`config.mk`:
```
export PLATFORM = sky130hd
export DESIGN_NAME = bean_scheduler
export DESIGN_NICKNAME = d
export VERILOG_FILES = /design/src/rtl/bean_scheduler.sv
export SDC_FILE = /design/constraint.sdc
export NUM_CORES = 1
export LEC_CHECK = 0
export BUFFER_PORTS_ARGS = -buffer_cell sky130_fd_sc_hd__buf_2
export CORE_UTILIZATION = 25
export CTS_BUF_LIST = sky130_fd_sc_hd__clkbuf_8
export CTS_CLUSTER_DIAMETER = 80
export DETAILED_ROUTE_END_ITERATION = 10
export PLACE_DENSITY_LB_ADDON = 0.08
export SLEW_MARGIN = 40
export SYNTH_ARGS = -nofsm -noshare
export SYNTH_HDL_FRONTEND = slang
export SYNTH_SLANG_ARGS = --single-unit
export TNS_END_PERCENT = 1
```
`constraint.sdc`:
```
create_clock -name clk -period 2.4 [get_ports clk]
set_input_delay 0.48 -clock clk [delete_from_list [all_inputs] [get_ports clk]]
set_output_delay 0.48 -clock clk [all_outputs]
set_load 0.005 [all_outputs]
```
`src/rtl/bean_scheduler.sv`:
```
// Obstacle scheduler for the goose-run playfield: spawns beans at the right edge,
// scrolls them left on each frame tick, retires them at the left edge and freezes on a hit.
module bean_scheduler #(
    parameter int          NUM_SLOTS = 3,
    parameter int          SPAWN_X   = 700,
    parameter int          SHIFT     = 5,
    parameter int          MIN_GAP   = 200,
    parameter logic [15:0] SEED      = 16'hACE1
) (
    input  logic                   clk,
    input  logic                   reset,
    input  logic                   tick,
    input  logic                   start,
    input  logic                   check_hit,
    output logic [10*NUM_SLOTS-1:0] bean_x,
    output logic [NUM_SLOTS-1:0]   bean_type,
    output logic [NUM_SLOTS-1:0]   bean_valid,
    output logic                   bean_passed,
    output logic                   running,
    output logic                   frozen
);

    typedef enum logic [1:0] {
        IDLE = 2'd0,
        RUN  = 2'd1,
        HIT  = 2'd2
    } state_t;

    localparam logic [9:0] SHIFT_W = 10'(SHIFT);
    localparam logic [9:0] SPAWN_W = 10'(SPAWN_X);
    localparam logic [9:0] GAP_W   = 10'(MIN_GAP);

    state_t               state_q, state_d;
    logic [9:0]           x_q [NUM_SLOTS];
    logic [9:0]           x_d [NUM_SLOTS];
    logic [NUM_SLOTS-1:0] type_q, type_d;
    logic [NUM_SLOTS-1:0] valid_q, valid_d;
    logic [9:0]           gap_q, gap_d;
    logic [15:0]          lfsr_q, lfsr_d;
    logic                 passed_d;
    logic                 spawned;
    logic                 lfsr_fb;

    assign lfsr_fb = lfsr_q[15] ^ lfsr_q[13] ^ lfsr_q[12] ^ lfsr_q[10];

    // Start restarts from any state; a hit only matters while running and beats a tick.
    always_comb begin
        state_d  = state_q;
        x_d      = x_q;
        type_d   = type_q;
        valid_d  = valid_q;
        gap_d    = gap_q;
        lfsr_d   = lfsr_q;
        passed_d = 1'b0;
        spawned  = 1'b0;
        if (start) begin
            state_d = RUN;
            for (int i = 0; i < NUM_SLOTS; i++) begin
                x_d[i] = '0;
            end
            type_d  = '0;
            valid_d = '0;
            gap_d   = '0;
        end else if (state_q == RUN) begin
            if (check_hit) begin
                state_d = HIT;
            end else if (tick) begin
                for (int i = 0; i < NUM_SLOTS; i++) begin
                    if (valid_q[i]) begin
                        if (x_q[i] <= SHIFT_W) begin
                            valid_d[i] = 1'b0;
                            x_d[i]     = '0;
                            passed_d   = 1'b1;
                        end else begin
                            x_d[i] = x_q[i] - SHIFT_W;
                        end
                    end
                end
                // Spawn looks at the post-retire occupancy so a freed slot is reused at once.
                if (gap_q <= SHIFT_W) begin
                    for (int i = 0; i < NUM_SLOTS; i++) begin
                        if (!valid_d[i] && !spawned) begin
                            valid_d[i] = 1'b1;
                            x_d[i]     = SPAWN_W;
                            type_d[i]  = lfsr_q[0];
                            spawned    = 1'b1;
                        end
                    end
                    if (spawned) begin
                        gap_d  = GAP_W + {2'b00, lfsr_q[7:1], 1'b0};
                        lfsr_d = {lfsr_q[14:0], lfsr_fb};
                    end
                end else begin
                    gap_d = gap_q - SHIFT_W;
                end
            end
        end
    end

    always_ff @(posedge clk or posedge reset) begin
        if (reset) begin
            state_q <= IDLE;
            for (int i = 0; i < NUM_SLOTS; i++) begin
                x_q[i] <= '0;
            end
            type_q      <= '0;
            valid_q     <= '0;
            gap_q       <= '0;
            lfsr_q      <= SEED;
            bean_passed <= 1'b0;
        end else begin
            state_q     <= state_d;
            x_q         <= x_d;
            type_q      <= type_d;
            valid_q     <= valid_d;
            gap_q       <= gap_d;
            lfsr_q      <= lfsr_d;
            bean_passed <= passed_d;
        end
    end

    for (genvar g = 0; g < NUM_SLOTS; g++) begin : g_pack
        assign bean_x[10*g +: 10] = x_q[g];
    end

    assign bean_type  = type_q;
    assign bean_valid = valid_q;
    assign running    = (state_q == RUN);
    assign frozen     = (state_q == HIT);

endmodule

```
==> metrics.md <==
| Metric | Value |
|---|---|
| Fin Hold WS | 161.8 ps |
| Clock sink total | 65 |
| CP required | 2650 ps |
| Worst reg2reg endpoint | lfsr_q[9]$_DFFE_PP0P_ |
| Final wirelength | 12120 um |
| Outcome | finished, violations left |
| Pleak | 2.181 nW |
| Count of different cell masters after synthesis | 59 |
| Layout Skew | 15.85 ps |
| Final hold vios | 0 |
| Total setup buffers inserted after CTS | 0 |
| Largest net degree at the start of global routing | 66 |
| RSZ-0062 raised after global routing | yes |
| Starting DRT DRC Count | 202 |
| Ys flop type | dfrtp_1 |
| Vias per inst | 5.169 |
| CTS max path bufs | 2 |
| Fillers | 1571 |
| Synthesized flop and latch total | 65 |
| Clock transition at path regs | 80 ps |
| Reg2reg start | bean_x[27]$_DFFE_PP0P_ |
| Final Cycle Share | 104.4% |
| Worst r2r path cells | 6 |
| Total power | 2.714 mW |
| Synthesized area | 3872 um2 |
| Pwr dens | 545.0 nW/um2 |
| Setup CP Type | reg2reg |
| Initial antenna violation count | 0 |
| Hold-fix buffers at CTS | 0 |
| Die height | 126.5 um |
| Post-synthesis sequential area ratio | 42.26% |
| Slew Limit Fails | 0 |
| Top-Level Pins | 44 |
| Via count | 3665 |
| CP startpoint kind | flop |
| Avg Inst Size Synth | 9.090 um2 |
| Final core utilization | 32.89% |
| CTS buffer count | 9 |
| H-tree depth | 3 |
| DRT Pass-1 Iters | 4 |
| Core ar. | 15150 um2 |
| Post-synth EDFFs | 0 |
| GRT Residual Overflow | 0 |
| Gpl congestion | 0.7897 |
| Antenna-violating nets left | 0 |
| Avg WL per Cell | 17.09 um |
| Worst Hold Class | in2async |
| Final worst slack | -106.2 ps |
| Worst vdd ir | 0.2294 mV |
| Relative slew slack | 56.57% |
| CTS tree | built |
| Layout Cells excl Fill | 709 |
| WP data arrival | 2750 ps |
| Nets | 530 |
| DIE AREA | 15990 um2 |
| Ratio of cells with drive above 1 in the final layout | 30.13% |
| Max Freq | 399.0 MHz |
| Syn Nets | 440 |
| Die Wd | 126.5 um |
| # setup viols final | 16 |
| Tmin final | 2506 ps |
| Critical Path Fanout Max | 16 |
| DR DRC count | 0 |
| Gr usage total | 16.20% |
| Cells after synthesis | 426 |
| Clk root buf | clkbuf_8 |
| Endpoint class of the critical path | flop |
| Inserted Diodes | 0 |
| Vias in the first global route | 3753 |
| Initial core utilization | 25.57% |
| Clk Latency, worst-skew pair | 370 ps |
| Max-Cap Viols | 0 |
| Detail Placement HPWL | 8265 um |
| First-pass GRT wire length | 20000 um |
| Synthesis warning total | 0 |
| Worst Max-Slew Pin Slew | 635.1 ps |
| Reg2Reg Setup Slack | -110 ps |
| Buffers on Ports | 43 |
| Syn-to-layout area delta | 28.63% |
| Ys async rst share | 100.0% |
| Post-Place Cells | 693 |
| Rows | 45 |
| Failing checks | setup timing |
-- worst max-delay path, cell delays in order (launching register included) --
cell and delay (ps):
dfrtp_1 390, or4_4 540, or4_4 490, o21a_1 190, a311o_1 300, buf_12 170, mux2_4 290
-- cell usage after synthesis (2+ instances only) --
cell | number | area share (%)
o32ai_1 | 5 | 1.1
nor4_1 | 12 | 1.9
nor2_1 | 19 | 1.8
nor3_1 | 18 | 2.3
nand4_1 | 4 | 0.65
mux2_2 | 6 | 1.7
o21a_1 | 6 | 1.2
o41a_1 | 2 | 0.58
o21ai_1 | 2 | 0.26
a2111oi_0 | 2 | 0.45
o2111ai_1 | 2 | 0.45
nor2b_1 | 7 | 1.1
nand3_1 | 18 | 2.3
o211ai_1 | 3 | 0.58
and3_1 | 2 | 0.32
a21o_1 | 4 | 0.78
a21oi_1 | 47 | 6.1
o22ai_1 | 5 | 0.81
a21boi_0 | 2 | 0.39
nand2b_1 | 6 | 0.97
o31ai_1 | 4 | 0.78
nand4b_1 | 2 | 0.45
clkbuf_1 | 21 | 2.0
ha_1 | 9 | 2.9
nand2_1 | 26 | 2.5
a31oi_1 | 15 | 2.4
a211oi_1 | 2 | 0.39
inv_1 | 17 | 1.6
xnor2_1 | 5 | 1.1
o311ai_0 | 2 | 0.45
or4_1 | 5 | 0.97
mux2_4 | 10 | 3.9
dfstp_2 | 8 | 5.4
o21ai_0 | 39 | 5.0
nor3b_1 | 3 | 0.58
o41ai_1 | 2 | 0.45
or3b_2 | 2 | 0.45
or3_1 | 4 | 0.65
a311oi_1 | 2 | 0.45
dfrtp_1 | 57 | 37
-- logic make-up (layout without fill, tap and decap cells) --
family / count (synthesis) / after routing / share of synthesized area, %
AO/OA/AOI/OAI: 156 / 156 / 25.11
AND/OR/NAND/NOR: 131 / 131 / 17.90
flip-flops: 65 / 65 / 42.26
buffers and inverters: 42 / 137 / 4.588
multiplexers: 17 / 17 / 5.880
adder cells (fa/ha/maj): 9 / 9 / 2.908
XOR/XNOR: 6 / 6 / 1.357
-- repair_timing --
item / in CTS / in global routing
cloned: 0 / 0
hold endpoints to repair: 0 / 0
pin swaps: 1 / 1
endpoints found under the setup margin: 18 / 35
gates resized for setup: 4 / 10
-- worst max-delay path by stage --
stage / from / to / slack, ps / depth (start not counted)
2_1_floorplan: bean_x[25]$_DFFE_PP0P_ / lfsr_q[1]$_DFFE_PP0P_ / -250 / 7
3_3_place_gp: bean_x[27]$_DFFE_PP0P_ / lfsr_q[8]$_DFFE_PP0P_ / -130 / 6
3_5_place_dp: bean_x[27]$_DFFE_PP0P_ / lfsr_q[8]$_DFFE_PP0P_ / -140 / 6
4_1_cts: bean_x[27]$_DFFE_PP0P_ / lfsr_q[9]$_DFFE_PP0P_ / -100 / 6
5_1_grt: bean_x[27]$_DFFE_PP0P_ / lfsr_q[9]$_DFFE_PP0P_ / -170 / 6
6_report: bean_x[27]$_DFFE_PP0P_ / lfsr_q[9]$_DFFE_PP0P_ / -110 / 6
-- metrics by stage --
step | setup TNS, ps | setup slack [ps] | cell area, um2
3_3_place_gp | -1571 | -128.6 | 4732
6_report | -1115 | -106.2 | 4981
4_1_cts | -1134 | -103.5 | 4937
5_1_grt | -2123 | -166.0 | 4981
2_1_floorplan | -3021 | -249.3 | 3872
3_5_place_dp | -1711 | -137.0 | 4732
-- cell type report --
class / count / area [um2] / share of cell area, %
multi-input cells: 319 / 2132 / 42.80
flip-flops and latches: 65 / 1638 / 32.88
repair buffers: 104 / 723.2 / 14.52
well taps: 188 / 235.2 / 4.722
clock buffers: 10 / 137.6 / 2.763
inverters: 17 / 63.81 / 1.281
clock inverters: 6 / 51.30 / 1.030
-- layout by cell type, fill, tap and decap left out, drive strengths merged, types with 5 or more instances in the layout --
| cell type | n |
|---|---|
| a21oi | 47 |
| a31oi | 15 |
| buf | 104 |
| clkbuf | 10 |
| dfrtp | 57 |
| dfstp | 8 |
| ha | 9 |
| inv | 20 |
| mux2 | 16 |
| nand2 | 26 |
| nand2b | 6 |
| nand3 | 18 |
| nor2 | 19 |
| nor2b | 7 |
| nor3 | 18 |
| nor4 | 12 |
| o21a | 6 |
| o21ai | 41 |
| o22ai | 5 |
| o32ai | 5 |
| or4 | 6 |
| xnor2 | 5 |
-- registers in the layout (all words and copies together), names as in the netlist --
signal       count
lfsr_q          16
gap_q           10
bean_passed      1
bean_type        3
bean_valid       3
state_q          2
bean_x          30
-- layer usage --
| layer | routed length (um) | vias to the layer above | global-route usage [%] | part of all wire [%] |
|---|---|---|---|---|
| met5 | 0 | - | 0 | 0 |
| met1 | 5789 | 1796 | 21.13 | 48 |
| li1 | - | 1792 | - | - |
| met3 | 388 | 13 | 3.627 | 3.2 |
| met4 | 148 | 0 | 5.315 | 1.2 |
| met2 | 5788 | 64 | 26.52 | 48 |
-- where the power goes --
group          leakage (nW)  internal (mW)  switching [mW]
Sequential            0.867           1.13          0.0355
Clock                 0.110          0.494           0.466
Combinational          1.20          0.240           0.351
Total                  2.18           1.86           0.853
(Power assumes the default switching activity.)
